==> config.mk <==
export PLATFORM = sky130hd
export DESIGN_NAME = pipeline_hazard_ctrl_flat
export DESIGN_NICKNAME = d
export VERILOG_FILES = /design/src/rtl/pipeline_hazard_ctrl_if.sv /design/src/rtl/pipeline_hazard_ctrl.sv /design/src/flat_wrapper.sv
export SDC_FILE = /design/constraint.sdc
export NUM_CORES = 1
export LEC_CHECK = 0
export ABC_AREA = 1
export CAP_MARGIN = 20
export CORE_UTILIZATION = 30
export CTS_BUF_LIST = sky130_fd_sc_hd__clkbuf_2
export DETAILED_ROUTE_END_ITERATION = 8
export SETUP_SLACK_MARGIN = 0.1
export SYNTH_ARGS = -nofsm -noshare
export SYNTH_HDL_FRONTEND = slang
export SYNTH_SLANG_ARGS = --single-unit
==> constraint.sdc <==
create_clock -name clk -period 2.3 [get_ports clk]
set_input_delay 0.345 -clock clk [delete_from_list [all_inputs] [get_ports clk]]
set_output_delay 0.345 -clock clk [all_outputs]
set_load 0.005 [all_outputs]
==> src/rtl/pipeline_hazard_ctrl_if.sv <==
// Handshake bundle between the ID-stage hazard inputs and the stall/flush sequencer outputs.
interface pipeline_hazard_ctrl_if #(
    parameter int REG_ADDR_W = 5,
    parameter int STAT_W     = 16
);
    logic [REG_ADDR_W-1:0] id_rs;
    logic [REG_ADDR_W-1:0] id_rt;
    logic                  id_uses_rt;
    logic                  id_branch_taken;
    logic                  ex_mem_read;
    logic [REG_ADDR_W-1:0] ex_rd;
    logic                  ex_start_mul;
    logic                  pc_write;
    logic                  ifid_en;
    logic                  ifid_flush;
    logic                  idex_hold;
    logic                  exmem_bubble;
    logic                  busy;
    logic [STAT_W-1:0]     stall_count;

    modport master (
        output id_rs, id_rt, id_uses_rt, id_branch_taken, ex_mem_read, ex_rd, ex_start_mul,
        input  pc_write, ifid_en, ifid_flush, idex_hold, exmem_bubble, busy, stall_count
    );

    modport slave (
        input  id_rs, id_rt, id_uses_rt, id_branch_taken, ex_mem_read, ex_rd, ex_start_mul,
        output pc_write, ifid_en, ifid_flush, idex_hold, exmem_bubble, busy, stall_count
    );
endinterface

==> src/rtl/pipeline_hazard_ctrl.sv <==
// Stall/flush sequencer for the 5-stage pipeline: load-use stalls, taken-branch flushes,
// and a fixed-length freeze while a multi-cycle multiply occupies EX.
//   state    | meaning
//   RUN      | normal flow; load-use / branch / multiply start detected here
//   MUL_WAIT | pipeline frozen while the multiply counter runs down
//   RELEASE  | multiply leaving EX; its start flag is ignored this cycle
module pipeline_hazard_ctrl #(
    parameter int REG_ADDR_W = 5,
    parameter int MUL_STALL  = 3,
    parameter int CNT_W      = 3,
    parameter int STAT_W     = 16
) (
    input logic                 clk,
    input logic                 rst,
    pipeline_hazard_ctrl_if.slave hz
);
    typedef enum logic [1:0] {RUN, MUL_WAIT, RELEASE} state_t;

    state_t            state, state_nxt;
    logic [CNT_W-1:0]  count, count_nxt;
    logic [STAT_W-1:0] stall_count;
    logic              load_use;
    logic              pc_write, ifid_en, ifid_flush, idex_hold, exmem_bubble, busy;

    assign load_use = hz.ex_mem_read && (hz.ex_rd != '0) &&
                      ((hz.ex_rd == hz.id_rs) || (hz.id_uses_rt && (hz.ex_rd == hz.id_rt)));

    always_ff @(posedge clk or posedge rst) begin
        if (rst) begin
            state <= RUN;
            count <= '0;
        end else begin
            state <= state_nxt;
            count <= count_nxt;
        end
    end

    always_comb begin
        state_nxt    = state;
        count_nxt    = count;
        pc_write     = 1'b1;
        ifid_en      = 1'b1;
        ifid_flush   = 1'b0;
        idex_hold    = 1'b0;
        exmem_bubble = 1'b0;
        busy         = (state != RUN);
        if (rst) begin
            pc_write   = 1'b0;
            ifid_en    = 1'b0;
            ifid_flush = 1'b1;
            busy       = 1'b0;
        end else begin
            case (state)
                RUN, RELEASE: begin
                    if (state == RUN && hz.ex_start_mul) begin
                        pc_write     = 1'b0;
                        ifid_en      = 1'b0;
                        idex_hold    = 1'b1;
                        exmem_bubble = 1'b1;
                        count_nxt    = CNT_W'(MUL_STALL - 2);
                        state_nxt    = MUL_WAIT;
                    end else begin
                        state_nxt = RUN;
                        // Load-use wins over a branch: the branch flushes on the following cycle.
                        if (load_use) begin
                            pc_write = 1'b0;
                            ifid_en  = 1'b0;
                        end else if (hz.id_branch_taken) begin
                            ifid_en    = 1'b0;
                            ifid_flush = 1'b1;
                        end
                    end
                end
                MUL_WAIT: begin
                    pc_write     = 1'b0;
                    ifid_en      = 1'b0;
                    idex_hold    = 1'b1;
                    exmem_bubble = 1'b1;
                    if (count == '0) state_nxt = RELEASE;
                    else             count_nxt = count - CNT_W'(1);
                end
                default: state_nxt = RUN;
            endcase
        end
    end

    always_ff @(posedge clk or posedge rst) begin
        if (rst)
            stall_count <= '0;
        else if (!pc_write && (stall_count != {STAT_W{1'b1}}))
            stall_count <= stall_count + STAT_W'(1);
    end

    assign hz.pc_write     = pc_write;
    assign hz.ifid_en      = ifid_en;
    assign hz.ifid_flush   = ifid_flush;
    assign hz.idex_hold    = idex_hold;
    assign hz.exmem_bubble = exmem_bubble;
    assign hz.busy         = busy;
    assign hz.stall_count  = stall_count;
endmodule
==> src/flat_wrapper.sv <==
// flat-port wrapper written by rule: the top's interface ports become plain ports
module pipeline_hazard_ctrl_flat 
#(
    parameter int REG_ADDR_W = 5,
    parameter int MUL_STALL  = 3,
    parameter int CNT_W      = 3,
    parameter int STAT_W     = 16
)
  (clk, rst, hz_id_rs, hz_id_rt, hz_id_uses_rt, hz_id_branch_taken, hz_ex_mem_read, hz_ex_rd, hz_ex_start_mul, hz_pc_write, hz_ifid_en, hz_ifid_flush, hz_idex_hold, hz_exmem_bubble, hz_busy, hz_stall_count);
  pipeline_hazard_ctrl_if #(.REG_ADDR_W(REG_ADDR_W), .STAT_W(STAT_W)) hz_i ();
  input logic clk;
  input logic rst;
  input wire logic [$bits(hz_i.id_rs)-1:0] hz_id_rs;
  input wire logic [$bits(hz_i.id_rt)-1:0] hz_id_rt;
  input wire logic [$bits(hz_i.id_uses_rt)-1:0] hz_id_uses_rt;
  input wire logic [$bits(hz_i.id_branch_taken)-1:0] hz_id_branch_taken;
  input wire logic [$bits(hz_i.ex_mem_read)-1:0] hz_ex_mem_read;
  input wire logic [$bits(hz_i.ex_rd)-1:0] hz_ex_rd;
  input wire logic [$bits(hz_i.ex_start_mul)-1:0] hz_ex_start_mul;
  output wire logic [$bits(hz_i.pc_write)-1:0] hz_pc_write;
  output wire logic [$bits(hz_i.ifid_en)-1:0] hz_ifid_en;
  output wire logic [$bits(hz_i.ifid_flush)-1:0] hz_ifid_flush;
  output wire logic [$bits(hz_i.idex_hold)-1:0] hz_idex_hold;
  output wire logic [$bits(hz_i.exmem_bubble)-1:0] hz_exmem_bubble;
  output wire logic [$bits(hz_i.busy)-1:0] hz_busy;
  output wire logic [$bits(hz_i.stall_count)-1:0] hz_stall_count;
  assign hz_i.id_rs = hz_id_rs;
  assign hz_i.id_rt = hz_id_rt;
  assign hz_i.id_uses_rt = hz_id_uses_rt;
  assign hz_i.id_branch_taken = hz_id_branch_taken;
  assign hz_i.ex_mem_read = hz_ex_mem_read;
  assign hz_i.ex_rd = hz_ex_rd;
  assign hz_i.ex_start_mul = hz_ex_start_mul;
  assign hz_pc_write = hz_i.pc_write;
  assign hz_ifid_en = hz_i.ifid_en;
  assign hz_ifid_flush = hz_i.ifid_flush;
  assign hz_idex_hold = hz_i.idex_hold;
  assign hz_exmem_bubble = hz_i.exmem_bubble;
  assign hz_busy = hz_i.busy;
  assign hz_stall_count = hz_i.stall_count;
  pipeline_hazard_ctrl #(.REG_ADDR_W(REG_ADDR_W), .MUL_STALL(MUL_STALL), .CNT_W(CNT_W), .STAT_W(STAT_W)) u_core (.clk(clk), .rst(rst), .hz(hz_i));
endmodule
==> summary.txt <==
Status
  • Status: finished, final reports clean

Worst setup path
  • Critical path arrival: roughly 1.7 ns
  • CP cell instances: clkdlybuf4s50_1 -> inv_1 -> nor2_1 -> nor2_2 -> nand3_1 -> nand2_1 -> nand2_1 -> nand2_1 -> nand2_1 -> nand2_2 -> a21oi_1 -> clkdlybuf4s15_1
  • Top fanout value on the critical path: 3
  • Worst r2r path cells: 11
  • Startpoint types: primary input
  • CP Class: primary input to output port
  • CP Capture Type: output port
  • CP max stage delay: around 0.46 ns
  • Crit-path most repeated cell: nand2_1
  • Critical Path Slowest Stage Cell: clkdlybuf4s50_1
  • Required @ worst endpoint: 1.96 ns

Power
  • Clock power frac: between 10% and 20%
  • Sw frac: between 40 and 50%
  • Sequential Power Share: around two fifths
  • Internal power: 0.834 mW
  • Static leakage: about 1 nW
  • Pwr Density: roughly 700 mW/mm^2
  • Worst IR Drop VDD: around 290 uV
  • Comb pwr share: between 50% and 60%
  • Net Sw Power: roughly 0.59 mW

Clock network
  • Postcts setup bufs: 0
  • CTS sink count: 21
  • Skew-Pair Late Insertion Delay: approximately 0.33 ns
  • # hold bufs at CTS: 0
  • CTS Root Cell: clkbuf_2
  • CTS buffer count: 3
  • CTS tree: built
  • Reg clk slew, reported paths: around 0.21 ns
  • Maximum buffer depth of the clock tree: 2
  • H-Tree Depth: 1

Place
  • HPWL after DPL: ~2600 um
  • PortBufs: 42
  • Final GP Congestion: ~0.8
  • Dpl ws: -0.210 ns

Logic synthesis
  • Synth top area share: 35.4%
  • Synth area leaders: dfrtp_1 (35%), nand2_1 (21%), inv_1 (9.4%)
  • Syn_area_per_cell: 6.59 um^2
  • Leading area contributor after synthesis: dfrtp_1
  • Seq cells post-synth: 21
  • Cell count after synthesis: between 200 and 250
  • Sequential element share of the synthesized area: 35.4%
  • Synthesized cell area: between 0.001 and 0.0015 mm^2
  • Synth warn: 0
  • Distinct cells, synth: 25
  • Post-synthesis net count: 249

Drt
  • DR iter-0 viols: 58
  • Pre-antenna DRT Iters: 6
  • Via density: 4.36
  • Total wire length: between 3000 and 4000 um
  • Wire per inst: between 10 and 15 um
  • Post-route ant nets: 0
  • # DRC: 0
  • Routed vias: 1,474

Global routing
  • Largest net degree at the start of global routing: 27
  • Number of global-route vias before repair: roughly 1,300
  • Grt met1 use: 18.4%
  • Global routing's busiest layer: met2
  • Grt met2 use: 22.9%
  • GRT Resource Usage Total: between 10 and 15%
  • First-pass GRT wire length: about 5800 um
  • GR Util met3: around 3%
  • GRT Residual Overflow: 0
  • Initial antenna violation count: 0

Final layout
  • Antenna diodes: 0
  • Post-layout util: between 40% and 50%
  • Layout cells sized above 1: 9.96%
  • Commonest non-fill, non-tap cells in the layout: nand2_1 (83), inv_1 (35), clkdlybuf4s50_1 (33)
  • Layout net count: 296
  • Area Overhead vs Synth: 36.8%
  • Commonest non-fill, non-tap cell in the layout: nand2_1
  • Fill count: approximately 510

Floorplan
  • Die Area: about 0.0052 mm^2
  • Initial core utilization: a little under a third
  • IO Pins: 43
  • Die extent in y: 72.3 um
  • Row cnt: 25
  • Die W: 72.3 um
  • Core Box Area: ~0.0048 mm^2

Timing
  • RSZ-0062 raised after global routing: true
  • Endpoints failing hold: 0
  • Post-layout min period: 2.08 ns
  • Maximum clock rate: 0.481 GHz
  • Final clock skew: about 0.0085 ns
  • Setup TNS: 0 ns
  • # setup viols final: 0
  • Hold Slack: 0.428 ns
  • Slack of the critical path: between 0.2 and 0.25 ns
  • Slew @ Worst Pin: 0.311 ns
  • Tcrit/Tclk final: ~90%
  • Fin. max-slew vios: 0
  • Slew headroom: roughly four fifths

Min path
  • Class of the worst hold path: primary input to asynchronous set/reset pin

Run
  • Max Cap Viol: 0
[cell type report]
| type | count | area [um^2] | share of cell area [%] |
|---|---|---|---|
| flip-flops and latches | 21 | 526 | 25.9 |
| repair buffers | 45 | 440 | 21.7 |
| multi-input cells | 162 | 810 | 39.9 |
| clock buffers | 4 | 20.0 | 0.987 |
| well taps | 67 | 83.8 | 4.13 |
| inverters | 39 | 149 | 7.34 |
[registers in the layout, indices dropped and copies added, names as in the netlist]
signal                 count
u_core.hz.stall_count     16
u_core.count               3
u_core.state               2
[per-stage QoR]
| stage | power, mW | cells | instance area, um^2 |
|---|---|---|---|
| 2_1_floorplan | 0.964 | 225 | 1480 |
| 3_3_place_gp | 1.25 | 334 | 1990 |
| 3_5_place_dp | 1.26 | 334 | 1990 |
| 4_1_cts | 1.43 | 338 | 2010 |
| 5_1_grt | 1.56 | 338 | 2030 |
| 6_report | 1.42 | 338 | 2030 |
[what timing repair did]
action,CTS,global route
setup endpoints to repair,5,5
gates resized for setup,9,12
pin swaps,0,2
[critical path, delay by kind of cell]
family          cells  cell delay (ns)
simple gates        8             0.52
compound gates      1             0.12
buf+inv             3             0.76
[per-layer routing]
| metal | up-vias | part of all wire, % |
|---|---|---|
| li1 | 792 | - |
| met1 | 657 | 50 |
| met2 | 18 | 46 |
| met3 | 7 | 2.4 |
| met4 | 0 | 1.6 |
| met5 | - | 0 |
[synthesized netlist by cell type (all sizes together)]
master	n
nand2	86
inv	39
nand3	26
dfrtp	21
nor2	17
nor3	8
a21oi	6
o21ai	4
buf	3
ha	3
nand4	3
xnor2	3
xor2	3
nor3b	1
o22ai	1
o31ai	1
[power by group through the flow]
| stage | combinational, mW | clock (mW) | sequential (mW) |
|---|---|---|---|
| CTS | 0.712 | 0.176 | 0.542 |
| floorplan | 0.425 | 0 | 0.539 |
| global route | 0.807 | 0.190 | 0.563 |
| detailed placement | 0.710 | 0 | 0.549 |
| global placement | 0.699 | 0 | 0.547 |
| finish | 0.713 | 0.164 | 0.547 |
[cell families after synthesis]
family          count (synthesis)  synth area share, %
xor+xnor                        6                 3.54
simple gates                  141                 42.6
fa+ha+maj                       3                 2.53
compound gates                 12                 4.30
buf+inv                        42                 11.6
flops                          21                 35.4
[final timing paths]
check,end,slack (ns),start
hold / removal,u_core.hz.stall_count[9],0.43,rst
min in group clk,u_core.count[1],0.51,u_core.count[1]
hold reg to reg,u_core.count[1],0.51,u_core.count[1]
setup / recovery,hz_ifid_en,0.22,hz_id_rt[0]
setup reg to reg,u_core.hz.stall_count[1],0.41,u_core.hz.stall_count[0]
max in group asynchronous,u_core.hz.stall_count[3],1.64,rst
No activity file was read; power rests on OpenSTA's default activity.
